===== src/rtl/spi_seq_pkg.sv =====
// Shared types and constants for the SPI byte sequencer.
package spi_seq_pkg;

    localparam int unsigned DEFAULT_FIFO_DEPTH = 8;
    localparam int unsigned DEFAULT_LEN_W      = 8;
    localparam logic [7:0]  DUMMY_BYTE         = 8'hFF;

    typedef enum logic [2:0] {
        StIdle,
        StSetup,
        StLoad,
        StXfer,
        StHold
    } seq_state_e;

endpackage


===== src/rtl/sync_byte_fifo.sv =====
// Single-clock byte FIFO with show-ahead head and wrap-bit pointers.
module sync_byte_fifo #(
    parameter int unsigned DEPTH = 8
) (
    input  logic       clk,
    input  logic       rst,
    input  logic       push,
    input  logic [7:0] push_data,
    input  logic       pop,
    output logic       full,
    output logic       empty,
    output logic [7:0] head
);

    localparam int unsigned AW = $clog2(DEPTH);

    logic [AW:0] wr_ptr_q, rd_ptr_q;
    logic [7:0]  mem_q [DEPTH];
    logic        do_push, do_pop;

    assign empty = (wr_ptr_q == rd_ptr_q);
    assign full  = (wr_ptr_q[AW] != rd_ptr_q[AW]) && (wr_ptr_q[AW-1:0] == rd_ptr_q[AW-1:0]);

    // A pop in the same cycle frees the slot a push into a full FIFO needs.
    assign do_pop  = pop && !empty;
    assign do_push = push && (!full || do_pop);

    assign head = empty ? 8'h00 : mem_q[rd_ptr_q[AW-1:0]];

    always_ff @(posedge clk or negedge rst) begin
        if (!rst) begin
            wr_ptr_q <= '0;
            rd_ptr_q <= '0;
        end else begin
            if (do_push) wr_ptr_q <= wr_ptr_q + 1'b1;
            if (do_pop)  rd_ptr_q <= rd_ptr_q + 1'b1;
        end
    end

    always_ff @(posedge clk) begin
        if (do_push) mem_q[wr_ptr_q[AW-1:0]] <= push_data;
    end

endmodule


===== src/rtl/spi_byte_sequencer.sv =====
// Command/buffer stage in front of the SPI byte master: N-byte transfers under one CS window.
// Define SPI_SEQ_DUMMY_FILL_EN to send DUMMY_BYTE instead of stalling when TX runs dry.
module spi_byte_sequencer
    import spi_seq_pkg::*;
#(
    parameter int unsigned FIFO_DEPTH = DEFAULT_FIFO_DEPTH,
    parameter int unsigned LEN_W      = DEFAULT_LEN_W,
    parameter int unsigned CS_SETUP   = 2,
    parameter int unsigned CS_HOLD    = 2
) (
    input  logic             clk,
    input  logic             rst,
    input  logic             cmd_valid,
    output logic             cmd_ready,
    input  logic [LEN_W-1:0] cmd_len,
    input  logic             cmd_keep_cs,
    input  logic             tx_wr_en,
    input  logic [7:0]       tx_wr_data,
    output logic             tx_full,
    input  logic             rx_rd_en,
    output logic [7:0]       rx_rd_data,
    output logic             rx_empty,
    output logic             busy,
    output logic             done,
    output logic             spi_cs_n,
    output logic             spi_start,
    output logic [7:0]       spi_tx_data,
    input  logic [7:0]       spi_rx_data,
    input  logic             spi_completed
);

    localparam int unsigned CNT_W      = 8;
    localparam logic [CNT_W-1:0] SETUP_LAST = CNT_W'(CS_SETUP - 1);
    localparam logic [CNT_W-1:0] HOLD_LAST  = CNT_W'(CS_HOLD - 1);

    seq_state_e       state_q, state_d;
    logic [LEN_W-1:0] remaining_q, remaining_d;
    logic [CNT_W-1:0] cnt_q, cnt_d;
    logic             keep_cs_q, keep_cs_d;
    logic             cs_q, cs_d;
    logic [7:0]       tx_data_q, tx_data_d;
    logic             start_q, start_d;
    logic             done_q, done_d;

    logic       tx_pop, tx_empty, rx_push, rx_full;
    logic [7:0] tx_head;

    sync_byte_fifo #(.DEPTH(FIFO_DEPTH)) u_tx_fifo (
        .clk       (clk),
        .rst       (rst),
        .push      (tx_wr_en),
        .push_data (tx_wr_data),
        .pop       (tx_pop),
        .full      (tx_full),
        .empty     (tx_empty),
        .head      (tx_head)
    );

    sync_byte_fifo #(.DEPTH(FIFO_DEPTH)) u_rx_fifo (
        .clk       (clk),
        .rst       (rst),
        .push      (rx_push),
        .push_data (spi_rx_data),
        .pop       (rx_rd_en),
        .full      (rx_full),
        .empty     (rx_empty),
        .head      (rx_rd_data)
    );

    always_comb begin
        state_d     = state_q;
        remaining_d = remaining_q;
        cnt_d       = cnt_q;
        keep_cs_d   = keep_cs_q;
        cs_d        = cs_q;
        tx_data_d   = tx_data_q;
        start_d     = 1'b0;
        done_d      = 1'b0;
        tx_pop      = 1'b0;
        rx_push     = 1'b0;

        case (state_q)
            StIdle: begin
                if (cmd_valid) begin
                    if (cmd_len == '0) begin
                        done_d = 1'b1;
                    end else begin
                        remaining_d = cmd_len;
                        keep_cs_d   = cmd_keep_cs;
                        cnt_d       = '0;
                        // CS still held from a keep_cs command: no setup delay needed.
                        if (cs_q) begin
                            state_d = StLoad;
                        end else begin
                            cs_d    = 1'b1;
                            state_d = StSetup;
                        end
                    end
                end
            end
            StSetup: begin
                if (cnt_q == SETUP_LAST) state_d = StLoad;
                else                     cnt_d   = cnt_q + 1'b1;
            end
            StLoad: begin
`ifdef SPI_SEQ_DUMMY_FILL_EN
                if (!rx_full) begin
                    tx_pop    = !tx_empty;
                    tx_data_d = tx_empty ? DUMMY_BYTE : tx_head;
                    start_d   = 1'b1;
                    state_d   = StXfer;
                end
`else
                if (!tx_empty && !rx_full) begin
                    tx_pop    = 1'b1;
                    tx_data_d = tx_head;
                    start_d   = 1'b1;
                    state_d   = StXfer;
                end
`endif
            end
            StXfer: begin
                if (spi_completed) begin
                    rx_push     = 1'b1;
                    remaining_d = remaining_q - 1'b1;
                    if (remaining_q == LEN_W'(1)) begin
                        cnt_d   = '0;
                        state_d = StHold;
                    end else begin
                        state_d = StLoad;
                    end
                end
            end
            StHold: begin
                if (keep_cs_q) begin
                    done_d  = 1'b1;
                    state_d = StIdle;
                end else if (cnt_q == HOLD_LAST) begin
                    cs_d    = 1'b0;
                    done_d  = 1'b1;
                    state_d = StIdle;
                end else begin
                    cnt_d = cnt_q + 1'b1;
                end
            end
            default: state_d = StIdle;
        endcase
    end

    always_ff @(posedge clk or negedge rst) begin
        if (!rst) begin
            state_q     <= StIdle;
            remaining_q <= '0;
            cnt_q       <= '0;
            keep_cs_q   <= 1'b0;
            cs_q        <= 1'b0;
            tx_data_q   <= 8'h00;
            start_q     <= 1'b0;
            done_q      <= 1'b0;
        end else begin
            state_q     <= state_d;
            remaining_q <= remaining_d;
            cnt_q       <= cnt_d;
            keep_cs_q   <= keep_cs_d;
            cs_q        <= cs_d;
            tx_data_q   <= tx_data_d;
            start_q     <= start_d;
            done_q      <= done_d;
        end
    end

    assign cmd_ready   = (state_q == StIdle);
    assign busy        = (state_q != StIdle);
    assign done        = done_q;
    assign spi_cs_n    = ~cs_q;
    assign spi_start   = start_q;
    assign spi_tx_data = tx_data_q;

endmodule


===== config.mk =====
export PLATFORM = sky130hd
export DESIGN_NAME = spi_byte_sequencer
export DESIGN_NICKNAME = d
export VERILOG_FILES = /design/src/rtl/spi_seq_pkg.sv /design/src/rtl/sync_byte_fifo.sv /design/src/rtl/spi_byte_sequencer.sv
export SDC_FILE = /design/constraint.sdc
export NUM_CORES = 1
export LEC_CHECK = 0
export CORE_MARGIN = 2
export CORE_UTILIZATION = 40
export CTS_CLUSTER_SIZE = 10
export DETAILED_ROUTE_END_ITERATION = 6
export PLACE_DENSITY_LB_ADDON = 0.1
export SLEW_MARGIN = 10
export SYNTH_ARGS = -nofsm -noshare
export SYNTH_HDL_FRONTEND = slang
export SYNTH_SLANG_ARGS = --single-unit
export TNS_END_PERCENT = 50

===== constraint.sdc =====
create_clock -name clk -period 4.9 [get_ports clk]
set_input_delay 1.47 -clock clk [delete_from_list [all_inputs] [get_ports clk]]
set_output_delay 1.47 -clock clk [all_outputs]
set_load 0.05 [all_outputs]

Word level (Yosys, flattened, before mapping). Memory sizes are Yosys's and may differ from the RTL's. A register that Yosys moved wholly into a read port is not among the register bits. Cells that the tools add are included. Widths: inputs -> output; s select.

Bits in registers: 39. Memory bits (writable): 128. Output and inout bits: 23. Word-level logic and storage cells: 108. Memories kept: 2.

Add/subtract/negate cells: 6. Equality and inequality tests: 21. Multiplexer cells: 40. Bitwise operators: 2. Reduce and logical (&&, ||, !) cells: 26.

Memory list: u_rx_fifo.mem_q (depth 8, width 8, rd ports 1, clocked after memory_dff 0, wr ports 1, line sync_byte_fifo.sv:18) `logic [7:0] mem_q [DEPTH];`; u_tx_fifo.mem_q (depth 8, width 8, rd ports 1, clocked after memory_dff 1, wr ports 1, line sync_byte_fifo.sv:18).

Operators by type and width (number): $mux 8 (10); $pmux 8 s4 (1); $mux 3 (8); $add 4x1->4 const B (4); $eq 8x1->1 const B (2); $mux 1 (16); $ne 2x2->1 const B (8); $pmux 8 s2 (1); $pmux 3 s5 (1); $reduce_and 6->1 (2); $add 8x1->8 const B (1); $eq 4x4->1 (2); $logic_not 8->1 (1); $sub 8x1->8 const B (1); $logic_and 1x1->1 (7); $eq 3x2->1 const B (2); $eq 3x3->1 (2); $logic_not 1->1 (5); $reduce_and 5->1 (1); $pmux 1 s2 (2); $reduce_and 4->1 (1); $reduce_bool 2->1 (2); $reduce_bool 4->1 (1); $eq 3x1->1 const B (1); 10 further kinds (13).

Depth between registers and ports, before layout.
Depth in word-level cells: 11. Gate-level depth with buffers: 7. Mapped depth without buffers: 7.

Hierarchy. From an unflattened synthesis, not the netlist that was laid out.

Cells, all modules: 499. Area total of the unflattened synthesis: 7961.4 um^2.

Modules (own cells, without submodules): sync_byte_fifo (u_rx_fifo) (times used 1, cells an instance 159, area an instance 3076.7 um^2, sequential area each 2122.0 um^2); sync_byte_fifo (u_tx_fifo) (times used 1, cells an instance 158, area an instance 3044.2 um^2, sequential area each 2122.0 um^2); spi_byte_sequencer (times used 1, cells an instance 182, area an instance 1840.5 um^2, sequential area each 775.7 um^2).

Worst setup path after synthesis. OpenSTA, ideal clock, no wires.

Path kind: reg2out. Start: register u_tx_fifo.rd_ptr_q[1]. End: output tx_full. Data arrival time: 2378 ps. Data required time: 3430 ps. Setup slack: 1052 ps. Cell stages (with the launch flop): 4. Cell sequence: dfrtp_1 buf_2 xor2_1 nor4_1.

Word-level cells in the longest chain between the ends: 2.

Ends and longest elaborated chain: from (decl) (line sync_byte_fifo.sv:17) `logic [AW:0] wr_ptr_q, rd_ptr_q;`; from (signal assigned) (line sync_byte_fifo.sv:36) `if (do_pop) rd_ptr_q <= rd_ptr_q + 1'b1;`; $eq 3x3->1 (line sync_byte_fifo.sv:22) `assign full = (wr_ptr_q[AW] != rd_ptr_q[AW]) && (wr_ptr_q[AW-1:0] == rd_ptr_q[AW-1:0]);`; $logic_and 1x1->1 (line sync_byte_fifo.sv:22); to (decl) (line spi_byte_sequencer.sv:19) `output logic tx_full,`.

Every way passes these cells.

Worst setup path in the final report.
Start: register u_tx_fifo.rd_ptr_q[2]. End: output tx_full.

Same word-level chain as after synthesis.

==> flow_summary.json <==
{
  "status": "complete, no violations",
  "final_cells": 786,
  "crit_path_max_incr_delay_ps": 930,
  "timing.clock.skew_ps": 14.78,
  "critical_path_peak_fanout": 11,
  "clkSinkCount": 175,
  "powerDensity_nw_per_um2": 629.3,
  "synth-seq-area-share_pct": 67.18,
  "category_of_the_most_critical_setup_path": "flop to output port",
  "hpwlAfterDp_um": 9253,
  "worst_ep_required_time_ps": 3430,
  "grt_start_max_net_pins": 48,
  "globalplace.congestion": 0.7791,
  "cell_count_after_synthesis": 476,
  "worstSetupEndpointType": "output port",
  "die_width_um": 140.7,
  "power_frac_seq_pct": 37.9,
  "timing.hold.worst.class": "flop to flop",
  "r2r-start": "u_rx_fifo.rd_ptr_q[0]",
  "portBuffers": 53,
  "power.internal_mw": 3.531,
  "final.setup.tns_ps": 0,
  "synth_cell_types": 61,
  "postSynthNetCount": 515,
  "commonest_cells_after_routing_fill_and_taps_aside": "sky130_fd_sc_hd__edfxtp_1 (128), sky130_fd_sc_hd__clkdlybuf4s50_1 (52), sky130_fd_sc_hd__dfrtp_1 (47)",
  "number_of_buffers_inserted_to_repair_setup_after_cts": 0,
  "postSynthAreaPerCell_um2": 15.70,
  "critical-path-slowest-cell": "sky130_fd_sc_hd__clkdlybuf4s50_1",
  "mostFrequentLayoutCell": "sky130_fd_sc_hd__edfxtp_1",
  "fin_crit_sh_pct": 84.20,
  "report.final.setup_viol": 0,
  "grt.overflow.total": 0,
  "worstPathCellList": "buf_4, xor2_1, nor4_1, clkdlybuf4s50_1",
  "die-area_um2": 19790,
  "num_antenna_cells": 0,
  "postCtsResizedCells": 0,
  "die_y_um": 140.7,
  "initial_antenna_violation_count": 0,
  "register_clock_pin_slew_on_the_reported_worst_setup_and_hold_paths_ps": 70,
  "number_of_global_route_vias_before_repair": 4279,
  "crit_start": "u_tx_fifo.rd_ptr_q[2]",
  "finalHoldViolations": 0,
  "synthesis.area_um2": 7472,
  "drt.antenna.violating_nets": 0,
  "floorplan.initialDensity_pct": 41.17,
  "drive_above_1_share_pct": 17.77,
  "finalCoreUtilization_pct": 49.19,
  "routed-via-count": 4150,
  "total_power_mw": 5.617,
  "clock.fmax_ghz": 0.2424,
  "crit_path_start_kind": "flop",
  "cellLeakagePower_nw": 3.190,
  "synth-edff-count": 128,
  "synth-seq-cells": 175,
  "cts_tree": "done",
  "power.share.combinational_pct": 37.8,
  "first_pass_iters": 5,
  "drt_drc_violations_left": 0,
  "vdd_ir_drop_max_mv": 0.3010,
  "worst-endpoint-arrival_ps": 2660,
  "sw_power_mw": 2.086,
  "final-max-slew-violation-count": 0,
  "cap_violations": 0,
  "total_global_routing_track_utilization_pct": 15.31,
  "min_from": "u_tx_fifo.wr_ptr_q[3]",
  "ctsLongestPathBuffers": 2,
  "worst_pin_slew_ps": 1086,
  "clkPwrFrac_pct": 24.3,
  "timing.slew.headroom_pct": 27.62,
  "unrepaired_setup_endpoints_after_global_routing": "no",
  "cts_hold_buffers": 0,
  "post_drt_wl_per_cell_um": 18.29,
  "core.rowCount": 49,
  "area_delta_synth_final_pct": 19.46,
  "fin_nets": 583,
  "synth_flop_cell": "sky130_fd_sc_hd__edfxtp_1",
  "cts_inserted_buffers": 17,
  "sw_frac_of_total_pct": 37.13,
  "detail_routed_via_count_per_cell": 5.280,
  "grt_pass1_wl_um": 22870,
  "cts_root_buffer": "sky130_fd_sc_hd__clkbuf_16",
  "async_reset_ff_share_pct": 26.86,
  "ioPinCount": 54,
  "clock_latency_ps": 430,
  "htree_levels": 4,
  "placed_cells": 754,
  "synthesis.yosys.warnings": 0,
  "detail_route.iter0.violations": 133,
  "min_period_ps": 4126,
  "totalWireLength_um": 14370,
  "core-area_um2": 18150
}
## power groups by stage
| stage | clock (mW) | combinational (mW) | sequential, mW |
|---|---|---|---|
| 2_1_floorplan | 0 | 1.49 | 2.20 |
| 3_3_place_gp | 0 | 2.14 | 2.14 |
| 3_5_place_dp | 0 | 2.16 | 2.16 |
| 4_1_cts | 1.40 | 2.17 | 2.13 |
| 5_1_grt | 1.46 | 2.31 | 2.17 |
| 6_report | 1.37 | 2.12 | 2.13 |
## path summary, 6_finish.rpt
check / cells after the start / endpoint / slack [ps]
worst max-delay path: 4 / tx_full / 770
worst min-delay path: 1 / u_tx_fifo.wr_ptr_q[3] / 480
worst max register to register: 7 / u_rx_fifo.mem_q[6][6] / 2200
worst min register to register: 1 / u_tx_fifo.wr_ptr_q[3] / 480
max in group asynchronous: 1 / remaining_q[6] / 2980
min in group asynchronous: 1 / cnt_q[6] / 1250
## area by class of cell
type,count,area [µm²]
Timing Repair Buffer,73,675.6
Sequential cell,175,5020
Clock inverter,15,186.4
Inverter,12,45.04
Tap cell,229,286.5
Clock buffer,17,425.4
Multi-Input combinational cell,265,2287
Fill cell,1558,9221
## critical path, delay by kind of cell (launching register included)
kind / cells / cell delay, ps
and+or+nand+nor: 1 / 530
xor gates and xnor gates: 1 / 190
buffers and inverters: 2 / 1140
DFF: 1 / 370
## state kept, by name, indices dropped and copies added, names as in the netlist
| register | cells |
|---|---|
| state_q | 3 |
| keep_cs_q | 1 |
| cnt_q | 8 |
| u_rx_fifo.wr_ptr_q | 4 |
| remaining_q | 8 |
| u_tx_fifo.mem_q | 64 |
| spi_start | 1 |
| u_rx_fifo.rd_ptr_q | 4 |
| done | 1 |
| cs_q | 1 |
| u_tx_fifo.rd_ptr_q | 4 |
| u_tx_fifo.wr_ptr_q | 4 |
| spi_tx_data | 8 |
| u_rx_fifo.mem_q | 64 |
## logic make-up after synthesis
family                     count (synthesis)  share of synthesized area (%)
AOI/OAI and AO/OA                         64                          5.777
and+or+nand+nor                          120                          8.540
xor gates and xnor gates                  20                          2.344
adders and majority gates                  8                          1.340
buffers and inverters                     36                          2.294
muxes                                     53                          12.53
DFF                                      175                          67.18
## routing by layer
metal / global-route usage [%] / share of wire [%] / wire, µm / vias up
li1: - / - / - / 1958
met4: 4.737 / 0.99 / 143 / 0
met5: 0 / 0 / 0 / -
met3: 3.567 / 4.0 / 573 / 12
met2: 25.75 / 50 / 7209 / 82
met1: 19.90 / 45 / 6447 / 2098
## metrics by stage
stage | hold slack, ps | instance area (µm²) | setup slack [ps]
after floorplan | 461.7 | 7472 | 1052
after global placement | 472.4 | 8314 | 1205
after CTS | 491.6 | 8926 | 725.9
after detailed placement | 477.4 | 8314 | 1188
after global routing | 515.5 | 8926 | 575.8
final | 483.5 | 8926 | 774.3
## cells in the mapped netlist, types with 2 or more instances
cell                         n  area, µm²
sky130_fd_sc_hd__mux2_1      2      22.52
sky130_fd_sc_hd__nand4_1     3      18.77
sky130_fd_sc_hd__nand2_1    26      97.59
sky130_fd_sc_hd__clkbuf_1    5      18.77
sky130_fd_sc_hd__mux2_2      2      22.52
sky130_fd_sc_hd__o21ba_1     2      20.02
sky130_fd_sc_hd__a21oi_1    11      55.05
sky130_fd_sc_hd__ha_1        8      100.1
sky130_fd_sc_hd__edfxtp_1  128       3844
sky130_fd_sc_hd__a21o_1      2      15.01
sky130_fd_sc_hd__o21ai_1    11      55.05
sky130_fd_sc_hd__nand2b_1   10      62.56
sky130_fd_sc_hd__mux2i_1    17      170.2
sky130_fd_sc_hd__nor4b_1     2      17.52
sky130_fd_sc_hd__nor3_1      7      35.03
sky130_fd_sc_hd__xor2_1     11      96.34
sky130_fd_sc_hd__mux4_2     32      720.7
sky130_fd_sc_hd__inv_1      12      45.04
sky130_fd_sc_hd__xnor2_1     9      78.83
sky130_fd_sc_hd__a31oi_1     4      25.02
sky130_fd_sc_hd__o21a_1      4      30.03
sky130_fd_sc_hd__or2_2       2      12.51
sky130_fd_sc_hd__nor4_1      3      18.77
sky130_fd_sc_hd__buf_2      14      70.07
sky130_fd_sc_hd__dfrtp_1    47       1176
sky130_fd_sc_hd__nand3_1     5      25.02
sky130_fd_sc_hd__o21ai_0     9      45.04
sky130_fd_sc_hd__o22a_1      7      61.31
sky130_fd_sc_hd__nor2_1     38      142.6
sky130_fd_sc_hd__buf_4       3      22.52
sky130_fd_sc_hd__or2_1       3      18.77
sky130_fd_sc_hd__a22o_1      4      35.03
sky130_fd_sc_hd__or3_1       4      25.02
sky130_fd_sc_hd__or4_1       2      15.01
Power figures use the tool's default switching activity.
